**config.mk**
```make
export PLATFORM = sky130hd
export DESIGN_NAME = frame_aligner
export DESIGN_NICKNAME = d
export VERILOG_FILES = /design/src/rtl/frame_aligner_pkg.sv /design/src/rtl/frame_aligner_header_check.sv /design/src/rtl/frame_aligner.sv
export SDC_FILE = /design/constraint.sdc
export NUM_CORES = 1
export LEC_CHECK = 0
export BUFFER_PORTS_ARGS = -buffer_cell sky130_fd_sc_hd__buf_2
export CAP_MARGIN = 0
export CORE_MARGIN = 4
export CORE_UTILIZATION = 45
export DETAILED_ROUTE_END_ITERATION = 10
export PLACE_DENSITY = 0.62
export SKIP_LAST_GASP = 1
export SYNTH_ARGS = -nofsm -noshare
export SYNTH_HDL_FRONTEND = slang
export SYNTH_SLANG_ARGS = --single-unit
```
**constraint.sdc**
```tcl
create_clock -name clk -period 2 [get_ports clk]
set_clock_uncertainty 0.05 [all_clocks]
set_input_delay 0.4 -clock clk [delete_from_list [all_inputs] [get_ports clk]]
set_output_delay 0.4 -clock clk [all_outputs]
set_load 0.02 [all_outputs]
```
**src/rtl/frame_aligner_pkg.sv**
```systemverilog
`default_nettype none
// ============================================================================
// Module  : frame_aligner_pkg
// Brief   : Shared constants and state encoding for the frame aligner.
// Revision: 1.0 - initial release
// ============================================================================
package frame_aligner_pkg;

    localparam logic [7:0] HEAD1_LSB = 8'hAA;
    localparam logic [7:0] HEAD1_MSB = 8'hAF;
    localparam logic [7:0] HEAD2_LSB = 8'h55;
    localparam logic [7:0] HEAD2_MSB = 8'hBA;

    localparam int FRAME_LEN         = 12;
    localparam int DEF_PAYLOAD_LEN   = FRAME_LEN - 2;
    localparam int DEF_LOCK_FRAMES   = 3;
    localparam int DEF_UNLOCK_FRAMES = 4;

    typedef enum logic [1:0] {
        HUNT   = 2'd0,
        SYNC   = 2'd1,
        LOCKED = 2'd2
    } state_t;

endpackage
`default_nettype wire

```
**src/rtl/frame_aligner_header_check.sv**
```systemverilog
`default_nettype none
// ============================================================================
// Module  : frame_aligner_header_check
// Brief   : Flags whether the last two received bytes form a legal header.
// Revision: 1.0 - initial release
// ============================================================================
module frame_aligner_header_check
    import frame_aligner_pkg::*;
(
    input  logic [7:0] i_prev_byte,
    input  logic [7:0] i_cur_byte,
    output logic       o_valid
);

    assign o_valid = ((i_prev_byte == HEAD1_LSB) && (i_cur_byte == HEAD1_MSB)) ||
                     ((i_prev_byte == HEAD2_LSB) && (i_cur_byte == HEAD2_MSB));

endmodule
`default_nettype wire

```
**src/rtl/frame_aligner.sv**
```systemverilog
`default_nettype none
// ============================================================================
// Module  : frame_aligner
// Brief   : Byte-stream frame synchronizer with lock/unlock hysteresis.
// Revision: 1.0 - initial release
// ============================================================================
module frame_aligner
    import frame_aligner_pkg::*;
#(
    parameter int PAYLOAD_LEN   = DEF_PAYLOAD_LEN,
    parameter int LOCK_FRAMES   = DEF_LOCK_FRAMES,
    parameter int UNLOCK_FRAMES = DEF_UNLOCK_FRAMES
) (
    input  logic       clk,
    input  logic       reset,
    input  logic [7:0] rx_data,
    output logic [3:0] fr_byte_position,
    output logic       frame_detect
);

    localparam int GW = $clog2(LOCK_FRAMES + 1);
    localparam int BW = $clog2(UNLOCK_FRAMES + 1);

    localparam logic [3:0]    c_last_pos = 4'(PAYLOAD_LEN + 1);
    localparam logic [GW-1:0] c_lock     = GW'(LOCK_FRAMES);
    localparam logic [BW-1:0] c_unlock   = BW'(UNLOCK_FRAMES);

    state_t        r_state;
    state_t        w_state_nxt;
    logic [7:0]    r_prev_byte;
    logic [3:0]    r_pos;
    logic [3:0]    w_pos_nxt;
    logic [3:0]    w_pos_inc;
    logic [GW-1:0] r_good_cnt;
    logic [GW-1:0] w_good_nxt;
    logic [BW-1:0] r_bad_cnt;
    logic [BW-1:0] w_bad_nxt;
    logic          r_frame_detect;
    logic          w_detect_nxt;
    logic          w_hdr_valid;

    frame_aligner_header_check u_header_check (
        .i_prev_byte (r_prev_byte),
        .i_cur_byte  (rx_data),
        .o_valid     (w_hdr_valid)
    );

    always_comb begin
        w_pos_inc    = (r_pos == c_last_pos) ? 4'd0 : r_pos + 4'd1;
        w_state_nxt  = r_state;
        w_pos_nxt    = r_pos;
        w_good_nxt   = r_good_cnt;
        w_bad_nxt    = r_bad_cnt;
        w_detect_nxt = r_frame_detect;

        case (r_state)
            HUNT: begin
                w_pos_nxt = 4'd0;
                if (w_hdr_valid) begin
                    w_pos_nxt  = 4'd1;
                    w_good_nxt = GW'(1);
                    if (c_lock <= GW'(1)) begin
                        w_state_nxt  = LOCKED;
                        w_detect_nxt = 1'b1;
                    end else begin
                        w_state_nxt = SYNC;
                    end
                end
            end
            SYNC: begin
                w_pos_nxt = w_pos_inc;
                // Header is judged on the edge that lands on its MSB byte
                if (w_pos_inc == 4'd1) begin
                    if (w_hdr_valid) begin
                        if (r_good_cnt + GW'(1) >= c_lock) begin
                            w_good_nxt   = c_lock;
                            w_state_nxt  = LOCKED;
                            w_detect_nxt = 1'b1;
                        end else begin
                            w_good_nxt = r_good_cnt + GW'(1);
                        end
                    end else begin
                        w_state_nxt = HUNT;
                        w_pos_nxt   = 4'd0;
                        w_good_nxt  = '0;
                        w_bad_nxt   = '0;
                    end
                end
            end
            LOCKED: begin
                w_pos_nxt = w_pos_inc;
                if (w_pos_inc == 4'd1) begin
                    if (w_hdr_valid) begin
                        w_bad_nxt = '0;
                    end else if (r_bad_cnt + BW'(1) >= c_unlock) begin
                        w_state_nxt  = HUNT;
                        w_pos_nxt    = 4'd0;
                        w_good_nxt   = '0;
                        w_bad_nxt    = '0;
                        w_detect_nxt = 1'b0;
                    end else begin
                        w_bad_nxt = r_bad_cnt + BW'(1);
                    end
                end
            end
            default: begin
                w_state_nxt  = HUNT;
                w_pos_nxt    = 4'd0;
                w_good_nxt   = '0;
                w_bad_nxt    = '0;
                w_detect_nxt = 1'b0;
            end
        endcase
    end

    always_ff @(posedge clk) begin
        if (reset) begin
            r_state        <= HUNT;
            r_prev_byte    <= 8'd0;
            r_pos          <= 4'd0;
            r_good_cnt     <= '0;
            r_bad_cnt      <= '0;
            r_frame_detect <= 1'b0;
        end else begin
            r_state        <= w_state_nxt;
            r_prev_byte    <= rx_data;
            r_pos          <= w_pos_nxt;
            r_good_cnt     <= w_good_nxt;
            r_bad_cnt      <= w_bad_nxt;
            r_frame_detect <= w_detect_nxt;
        end
    end

    // Position register is forced to zero outside alignment, so it drives the port directly
    assign fr_byte_position = r_pos;
    assign frame_detect     = r_frame_detect;

endmodule
`default_nettype wire

```
==> flow_summary_export.csv, run 1 <==
group,metric,value,unit
run_status,status,"finished, final reports clean",
logic_synthesis,ys_ff_latch,20,
cts,cts-root-buf,"clkbuf_4",
logic_synthesis,syn_area,1140,sq um
placed_design,dp_slack,90.6,ps
cts,numCtsBuffers,3,
timing,slew_headroom,0.731,
cts,clkSlewWorstSetupHoldPaths,120,ps
cells_and_area,fill_cells,214,
logic_synthesis,yosysUniqueCellTypes,49,
logic_synthesis,ys_warn_count,0,
cts,insertion_delay,310,ps
critical_path,critical_path_required,2150,ps
drt,vias_per_cell,5.62,
cts,holdBufCountCts,0,
floorplan,ios,15,
timing,setup_violations,0,
logic_synthesis,avgSynthCellArea,9.11,sq um
timing,tns,0,ps
critical_path,crit_path_cell_trace,"ha_1 > xor2_1 > or4b_4 > o311ai_4 > nand2_2 > o211a_1",
timing,tightest_slew,404,ps
grt,gr-usage-all-layers,0.152,
cells_and_area,layout_commonest_cell,"dfxtp_1",
drt,vias,961,
cells_and_area,antennaDiodeCount,0,
flow_run,drv_cap,0,
timing,period_minus_slack,1890,ps
grt,overflow,0,
floorplan,rows,17,
logic_synthesis,synth-edff-count,0,
grt,first_global_vias,916,
floorplan,core,2320,sq um
drt,drc,0,
drt,post_drt_wl_per_cell,13.7,um
cells_and_area,final_cell_mix,"dfxtp_1, buf_2, nor2b_1, inv_1, nand2_1",
critical_path,crit_arrival,2040,ps
timing,slew_violations,0,
pwr,ir_drop,0.371,mV
floorplan,dieArea,3400,sq um
cts,cts_sinks,20,
placed_design,gp_congestion,0.903,
timing,grt_setup_unrepaired,"false",
logic_synthesis,ys_async_sr_fraction,0,
timing,hold_slack,271,ps
cts,cts_buffer_depth,2,
critical_path,worstSetupStartpointType,"register",
floorplan,die_x,58.3,um
grt,grt_max_degree,26,
cells_and_area,drive_above_1_share,0.217,
cells_and_area,multi_input_area,676,sq um
cells_and_area,fin_nets,158,
pwr,p_per_area,527,nW/um^2
logic_synthesis,synth_nets,139,
critical_path,cpPeakStageDelay,520,ps
critical_path,slowest_stage,"or4b_4",
timing,postLayoutSetupSlackWorst,114,ps
timing,max_freq,0.530,GHz
cells_and_area,synthToLayoutAreaGrowth,13.2,%
grt,antenna_found_initial,0,
critical_path,cp_max_fo,5,
critical_path,crit_family,"simple AND/OR/NAND/NOR gates",
placed_design,portBuffers,14,
timing,hold_viol,0,
critical_path,cp-end-kind,"register",
logic_synthesis,synthCells,125,
hold_path,hp-class,"in2reg",
cells_and_area,fin_cells,171,
cts,cts_tree,"built",
logic_synthesis,synth_seq_area_share,0.352,
pwr,p_leak,0.523,nW
logic_synthesis,ys.flop_type,"dfxtp_1",
critical_path,criticalPathCategory,"reg2reg",
floorplan,initial_core_util,0.491,
floorplan,die_h,58.3,um
timing,min_period_over_period,0.943,
placed_design,dp_hpwl,1810,um
cts,htree_levels,1,
placed_design,dpl.cell_count,167,
drt,drtIter0Drc,24,
critical_path,critPathBufInv,0,
grt,grt_pass1_wl,4160,um
pwr,finalPower,0.000679,W
drt,wl,2340,um
drt,ant_nets,0,
cells_and_area,seqCellArea,400,sq um
drt,firstDrtPassIters,4,
[worst paths after layout]
path                             startpoint                        endpoint  slack, ps  cells past startpoint
max          fr_byte_position[0]$_SDFF_PP0_  fr_byte_position[0]$_SDFF_PP0_        110                      6
min                              rx_data[4]       r_prev_byte[4]$_SDFF_PP0_        270                      2
max reg2reg  fr_byte_position[0]$_SDFF_PP0_  fr_byte_position[0]$_SDFF_PP0_        110                      6
min reg2reg       frame_detect$_SDFFE_PP0P_       frame_detect$_SDFFE_PP0P_        450                      2
[where the power goes]
| group | internal, W | leakage, nW | switching, W | total (W) |
|---|---|---|---|---|
| Sequential | 0.000407 | 0.163 | 0.00000429 | 0.000411 |
| Combinational | 0.0000161 | 0.339 | 0.0000148 | 0.0000309 |
| Clock | 0.000111 | 0.0210 | 0.000126 | 0.000237 |
[worst register-to-register path, stage by stage, from the launching register on]
cell,delay [ps]
dfxtp_1,360
ha_1,230
xor2_1,170
or4b_4,520
o311ai_4,130
nand2_2,120
o211a_1,220
[Yosys cell counts, types with 3 or more instances]
| cell type | instances | area, sq um |
|---|---|---|
| a21oi_1 | 5 | 25.0 |
| a31oi_1 | 3 | 18.8 |
| and3_1 | 3 | 18.8 |
| dfxtp_1 | 20 | 400 |
| ha_1 | 4 | 50.1 |
| inv_1 | 9 | 33.8 |
| nand2_1 | 8 | 30.0 |
| nor2_1 | 5 | 18.8 |
| nor2b_1 | 12 | 75.1 |
| o211ai_1 | 4 | 30.0 |
| o21ai_0 | 4 | 20.0 |
[cell families (layout without fill, tap and decap cells)]
family	count (synthesis)	count (layout)	share of synthesized area
xor gates and xnor gates	4	4	0.0308
adders and majority gates	4	4	0.0440
AOI/OAI and AO/OA	31	31	0.222
DFF	20	20	0.352
muxes	3	3	0.0297
and+or+nand+nor	49	49	0.265
buffers and inverters	14	32	0.0571
[repair_timing]
item | CTS | global route
buffers inserted | 0 | 0
endpoints found under the setup margin | 0 | 1
hold endpoints to repair | 0 | 0
gates resized for setup | 0 | 1
[per-stage QoR]
stage,utilization,area (sq um)
after detailed placement,0.539,1250
after global placement,0.539,1250
after CTS,0.555,1290
final,0.556,1290
after global routing,0.556,1290
after floorplan,-,1140
[layer usage]
metal	global-route usage	vias up	wire length, um
met4	0.0232	0	17
met1	0.217	446	1190
li1	-	496	-
met3	0.0461	2	119
met2	0.230	17	1020
met5	0	-	0
[sequential cells by signal, summed over array words and instances, names as in the netlist]
name and count:
r_state 2, r_prev_byte 8, r_good_cnt 2, fr_byte_position 4, frame_detect 1, r_bad_cnt 3
[final cells by class]
| cell class | instances | area share |
|---|---|---|
| Sequential cell | 20 | 0.311 |
| Multi-Input combinational cell | 91 | 0.524 |
| Timing Repair Buffer | 19 | 0.0835 |
| Tap cell | 28 | 0.0272 |
| Clock buffer | 4 | 0.0282 |
| Inverter | 9 | 0.0262 |
Note: power is estimated with default switching activity, not from simulation.
==> run 2, diff against run 1 <==
- SYNTH_HIERARCHICAL: default -> 1
==> flow_summary_export.csv, run 2 <==
group,metric,value,unit
run_status,status,"finished, violations left",
run_status,failed_checks,"setup timing",
cts,numCtsBuffers,3,
floorplan,ios,15,
drt,wl,2450,um
cells_and_area,antennaDiodeCount,0,
timing,setup_violations,4,
floorplan,core,2280,sq um
timing,max_freq,0.486,GHz
drt,drtIter0Drc,25,
placed_design,gp_congestion,0.859,
pwr,intPower,0.000627,W
drt,vias,928,
critical_path,r2r_start,"r_prev_byte[6]$_SDFF_PP0_",
grt,met1_usage,0.221,
floorplan,rows,17,
cts,cts-root-buf,"clkbuf_4",
cts,cts_sinks,20,
drt,ant_nets,0,
pwr,pwr-share-comb,0.042,
grt,use_met3,0.0334,
pwr,swShare,0.193,
timing,slew_headroom,0.685,
critical_path,crit_arrival,2260,ps
cells_and_area,regMostFlops,"r_prev_byte",
cts,cts_buffer_depth,2,
critical_path,critPathBufInv,2,
cts,cts_tree,"built",
drt,post_drt_wl_per_cell,14.5,um
critical_path,cp_max_fo,5,
cells_and_area,final_cell_mix,"dfxtp_1, buf_2, nor2b_1, nand2_1, buf_4",
pwr,finalPower,0.000776,W
timing,tightest_slew,472,ps
cts,clkSlewWorstSetupHoldPaths,120,ps
floorplan,initial_core_util,0.488,
logic_synthesis,synth_seq_area_share,0.361,
critical_path,crit_path_cell_trace,"nor4b_4 > nand4_1 > a21oi_1 > buf_4 > inv_1 > or3_4 > a2111oi_2 > a31o_1",
grt,grt_pass1_wl,4220,um
grt,busiest_layer,"met2",
logic_synthesis,ys_ff_latch,20,
placed_design,dpl.cell_count,163,
pwr,p_per_area,559,nW/um^2
pwr,seqPwrFrac,0.533,
critical_path,critical_path_required,2210,ps
timing,grt_setup_unrepaired,"true",
grt,use_met2,0.253,
cells_and_area,fill_cells,200,
cells_and_area,fin_nets,156,
logic_synthesis,synth_top_area_frac,0.361,
cells_and_area,synthToLayoutAreaGrowth,25.1,%
logic_synthesis,synth_nets,132,
pwr,ir_drop,0.662,mV
floorplan,die_x,57.7,um
critical_path,cpPeakStageDelay,360,ps
cells_and_area,drive_above_1_share,0.369,
placed_design,dp_hpwl,1850,um
grt,grt_max_degree,16,
hold_path,min-delay-start,"rx_data[5]",
drt,vias_per_cell,5.49,
hold_path,hp-class,"in2reg",
critical_path,crit_family,"simple AND/OR/NAND/NOR gates",
logic_synthesis,synthCells,118,
cells_and_area,layout_commonest_cell,"dfxtp_1",
placed_design,portBuffers,14,
critical_path,cp-end-kind,"register",
logic_synthesis,synthTopCellsByArea,"dfxtp_1, nor2b_1, ha_1, nand2_1, mux2i_1",
pwr,p_leak,0.565,nW
logic_synthesis,yosys-top-cells-count,"dfxtp_1, nor2b_1, nand2_1",
grt,first_global_vias,929,
critical_path,slowest_stage,"a2111oi_2",
floorplan,die_h,57.7,um
logic_synthesis,avgSynthCellArea,9.41,sq um
timing,period_minus_slack,2060,ps
logic_synthesis,yosysTopAreaCell,"dfxtp_1",
logic_synthesis,ys_warn_count,6,
flow_run,drv_cap,0,
grt,overflow,0,
logic_synthesis,syn_area,1110,sq um
timing,postLayoutSetupSlackWorst,-57.3,ps
timing,min_period_over_period,1.03,
logic_synthesis,synthMostInstantiatedCell,"dfxtp_1",
drt,firstDrtPassIters,4,
pwr,p_sw,0.000150,W
grt,gr-usage-all-layers,0.160,
cells_and_area,fin_cells,169,
logic_synthesis,yosysUniqueCellTypes,45,
timing,hold_viol,0,
critical_path,worstSetupStartpointType,"register",
placed_design,dp_slack,-255,ps
logic_synthesis,synth-edff-count,0,
cts,htree_levels,1,
floorplan,dieArea,3320,sq um
logic_synthesis,ys_async_sr_fraction,0,
pwr,p_clk_frac,0.426,
critical_path,startpoint,"r_prev_byte[6]$_SDFF_PP0_",
drt,drc,0,
cells_and_area,largest_reg_flops,8,
timing,slew_violations,0,
logic_synthesis,ys.flop_type,"dfxtp_1",
critical_path,criticalPathCategory,"reg2reg",
grt,antenna_found_initial,0,
cts,insertion_delay,300,ps
[run 2: changes by cell type after synthesis, sizes merged, moves of 3 or more]
cell and delta:
nor2 -4, o21ai -4, nor3 +3, o211ai -4, and3 -3
[run 2: repair_timing]
| action | 4_1_cts | 5_1_grt |
|---|---|---|
| hold buffers | 0 | 0 |
| buffers inserted | 2 | 0 |
| pin swaps | 7 | 8 |
| gates cloned | 0 | 0 |
| endpoints found under the setup margin | 4 | 7 |
| gates resized for setup | 10 | 8 |
[run 2: worst paths after layout]
check	cells after the start	endpoint	slack, ps
min reg2reg	2	r_bad_cnt[1]$_SDFFE_PP0P_	430
min	2	r_prev_byte[5]$_SDFF_PP0_	270
max	8	r_good_cnt[0]$_SDFFE_PP0P_	-60
max reg2reg	8	r_good_cnt[0]$_SDFFE_PP0P_	-60
[run 2: metal layers]
layer  vias to the layer above  part of all wire
met3                         2             0.044
met2                        21              0.46
li1                        479                 -
met4                         0            0.0069
met1                       426              0.49
met5                         -                 0
[run 2: logic make-up (layout without fill, tap and decap cells)]
kind of cell,after synthesis,after routing,share of synthesized area
DFF,20,20,0.361
xor gates and xnor gates,3,3,0.0304
and+or+nand+nor,50,50,0.287
adders and majority gates,4,4,0.0451
buffers and inverters,13,36,0.0552
muxes,4,4,0.0406
AOI/OAI and AO/OA,24,24,0.180
[run 2: area by class of cell]
class | instances | area (sq um) | area share
multi-input combinational | 85 | 717 | 0.516
clock buffer | 3 | 22.5 | 0.0162
sequential | 20 | 405 | 0.292
tap | 28 | 35.0 | 0.0252
inverter | 8 | 30.0 | 0.0216
timing repair buffer | 24 | 149 | 0.107
clock inverter | 1 | 30.0 | 0.0216
[run 2: power by group through the flow]
stage / clock (W) / combinational [W] / sequential, W
detailed placement: 0 / 0.0000309 / 0.000421
finish: 0.000330 / 0.0000324 / 0.000413
CTS: 0.000339 / 0.0000321 / 0.000413
global route: 0.000364 / 0.0000351 / 0.000415
floorplan: 0 / 0.0000159 / 0.000419
global placement: 0 / 0.0000301 / 0.000420
[run 2: metrics by stage]
| stage | utilization | instance area [sq um] | hold WS (ps) | TNS, ps |
|---|---|---|---|---|
| 5_1_grt | 0.610 | 1390 | 248 | -658 |
| 2_1_floorplan | - | 1110 | 392 | 0 |
| 4_1_cts | 0.596 | 1360 | 257 | -5.44 |
| 6_report | 0.610 | 1390 | 265 | -168 |
| 3_5_place_dp | 0.546 | 1240 | 416 | -828 |
| 3_3_place_gp | 0.546 | 1240 | 402 | -401 |
==> run 3, diff against run 2 <==
- CORE_MARGIN: 4 -> default
- CORE_UTILIZATION: 45 -> 55
- PLACE_DENSITY: 0.62 -> 0.74
- SETUP_SLACK_MARGIN: default -> 0.3
==> flow_summary_export.csv, run 3 (same netlist as run 2, synthesis figures left out) <==
group,metric,value,unit
run_status,status,"finished, final reports clean",
grt,grt_pass1_wl,3880,um
timing,tightest_slew,507,ps
cells_and_area,layout_commonest_cell,"dfxtp_1",
placed_design,dp_slack,-99.0,ps
grt,grt_max_degree,16,
drt,post_drt_wl_per_cell,16.2,um
critical_path,criticalPathCategory,"reg2reg",
cts,cts_tree,"built",
grt,first_global_vias,933,
pwr,p_leak,0.577,nW
cells_and_area,fin_nets,156,
drt,vias,995,
critical_path,worstSetupStartpointType,"register",
cts,cts-root-buf,"clkbuf_4",
grt,antenna_found_initial,0,
timing,hold_slack,259,ps
critical_path,crit_arrival,2170,ps
drt,ant_nets,0,
timing,setup_violations,0,
cells_and_area,drive_above_1_share,0.418,
cells_and_area,largest_reg_flops,8,
timing,grt_setup_unrepaired,"true",
floorplan,rows,15,
cts,insertion_delay,310,ps
drt,vias_per_cell,5.99,
pwr,p_per_area,468,nW/um^2
pwr,ir_drop,0.490,mV
cells_and_area,synthToLayoutAreaGrowth,33.3,%
placed_design,gp_congestion,0.869,
hold_path,hp-class,"in2reg",
cts,numCtsBuffers,3,
floorplan,core,1800,sq um
cells_and_area,final_util,0.821,
flow_run,drv_cap,0,
drt,drtIter0Drc,33,
placed_design,dpl-instance-area,1290,sq um
grt,overflow,0,
timing,min_period_over_period,0.982,
floorplan,die_x,46.9,um
cts,htree_levels,1,
cells_and_area,stdcell_area,1480,sq um
cells_and_area,antennaDiodeCount,0,
timing,slew_headroom,0.661,
placed_design,dp_hpwl,1780,um
drt,firstDrtPassIters,4,
cells_and_area,fill_cells,127,
cts,holdBufCountCts,0,
floorplan,die_h,46.9,um
cts,clkSlewWorstSetupHoldPaths,130,ps
timing,hold_viol,0,
floorplan,dieArea,2200,sq um
floorplan,ios,15,
cells_and_area,final_cell_mix,"dfxtp_1, buf_2, nor2b_1, nand2_1",
timing,slew_violations,0,
timing,period_minus_slack,1960,ps
critical_path,cp_max_fo,4,
floorplan,initial_core_util,0.616,
critical_path,cp-end-kind,"register",
drt,wl,2690,um
placed_design,portBuffers,14,
cts,cts_buffer_depth,2,
critical_path,critical_path_required,2200,ps
timing,postLayoutSetupSlackWorst,36.6,ps
grt,gr-usage-all-layers,0.250,
drt,drc,0,
cells_and_area,regMostFlops,"r_prev_byte",
cts,cts_sinks,20,
timing,max_freq,0.509,GHz
pwr,finalPower,0.000692,W
## run 3: timing repair
action | 4_1_cts | 5_1_grt
endpoints found under the setup margin | 9 | 10
setup buffers | 3 | 0
resized for setup | 9 | 15
pin swaps | 11 | 5
## run 3: metrics by stage
step                setup TNS [ps]  instances
floorplan                        0        118
global placement             -61.6        159
detailed placement            -204        159
CTS                              0        166
global route                  -321        166
finish                           0        166
## run 3: power breakdown
| part | total [W] | leakage, nW | switching, W | internal [W] |
|---|---|---|---|---|
| clock | 0.000247 | 0.0210 | 0.000136 | 0.000111 |
| combinational | 0.0000355 | 0.390 | 0.0000173 | 0.0000182 |
| sequential | 0.000410 | 0.166 | 0.00000681 | 0.000403 |
## run 3: worst max-delay path: stages, from the launching register on
cell	delay [ps]
dfxtp_1	350
nor4b_4	270
nand3_1	120
a21oi_2	160
buf_6	130
nor2b_4	40
nor3b_4	150
a211oi_2	260
o211a_1	210
mux2i_1	170
## run 3: layout make-up
type	instances	area, sq um	area share
Multi-Input combinational cell	85	815	0.551
Sequential cell	20	414	0.280
Timing Repair Buffer	24	153	0.103
Clock buffer	4	36.3	0.0245
Tap cell	25	31.3	0.0212
Inverter	8	30.0	0.0203
## run 3: worst paths after layout
kind | from | to | slack, ps | cells after the start
worst max-delay path | r_prev_byte[5]$_SDFF_PP0_ | r_good_cnt[1]$_SDFFE_PP0P_ | 40 | 9
worst min-delay path | rx_data[7] | r_prev_byte[7]$_SDFF_PP0_ | 260 | 2
worst max register to register | r_prev_byte[5]$_SDFF_PP0_ | r_good_cnt[1]$_SDFFE_PP0P_ | 40 | 9
worst min register to register | r_good_cnt[1]$_SDFFE_PP0P_ | r_good_cnt[1]$_SDFFE_PP0P_ | 430 | 2
## run 3: layer usage
metal | routed length, um | GRT usage | vias up
li1 | - | - | 479
met1 | 1170 | 0.293 | 473
met2 | 1360 | 0.467 | 33
met3 | 91 | 0.0385 | 10
met4 | 68 | 0.0686 | 0
met5 | 0 | 0 | -
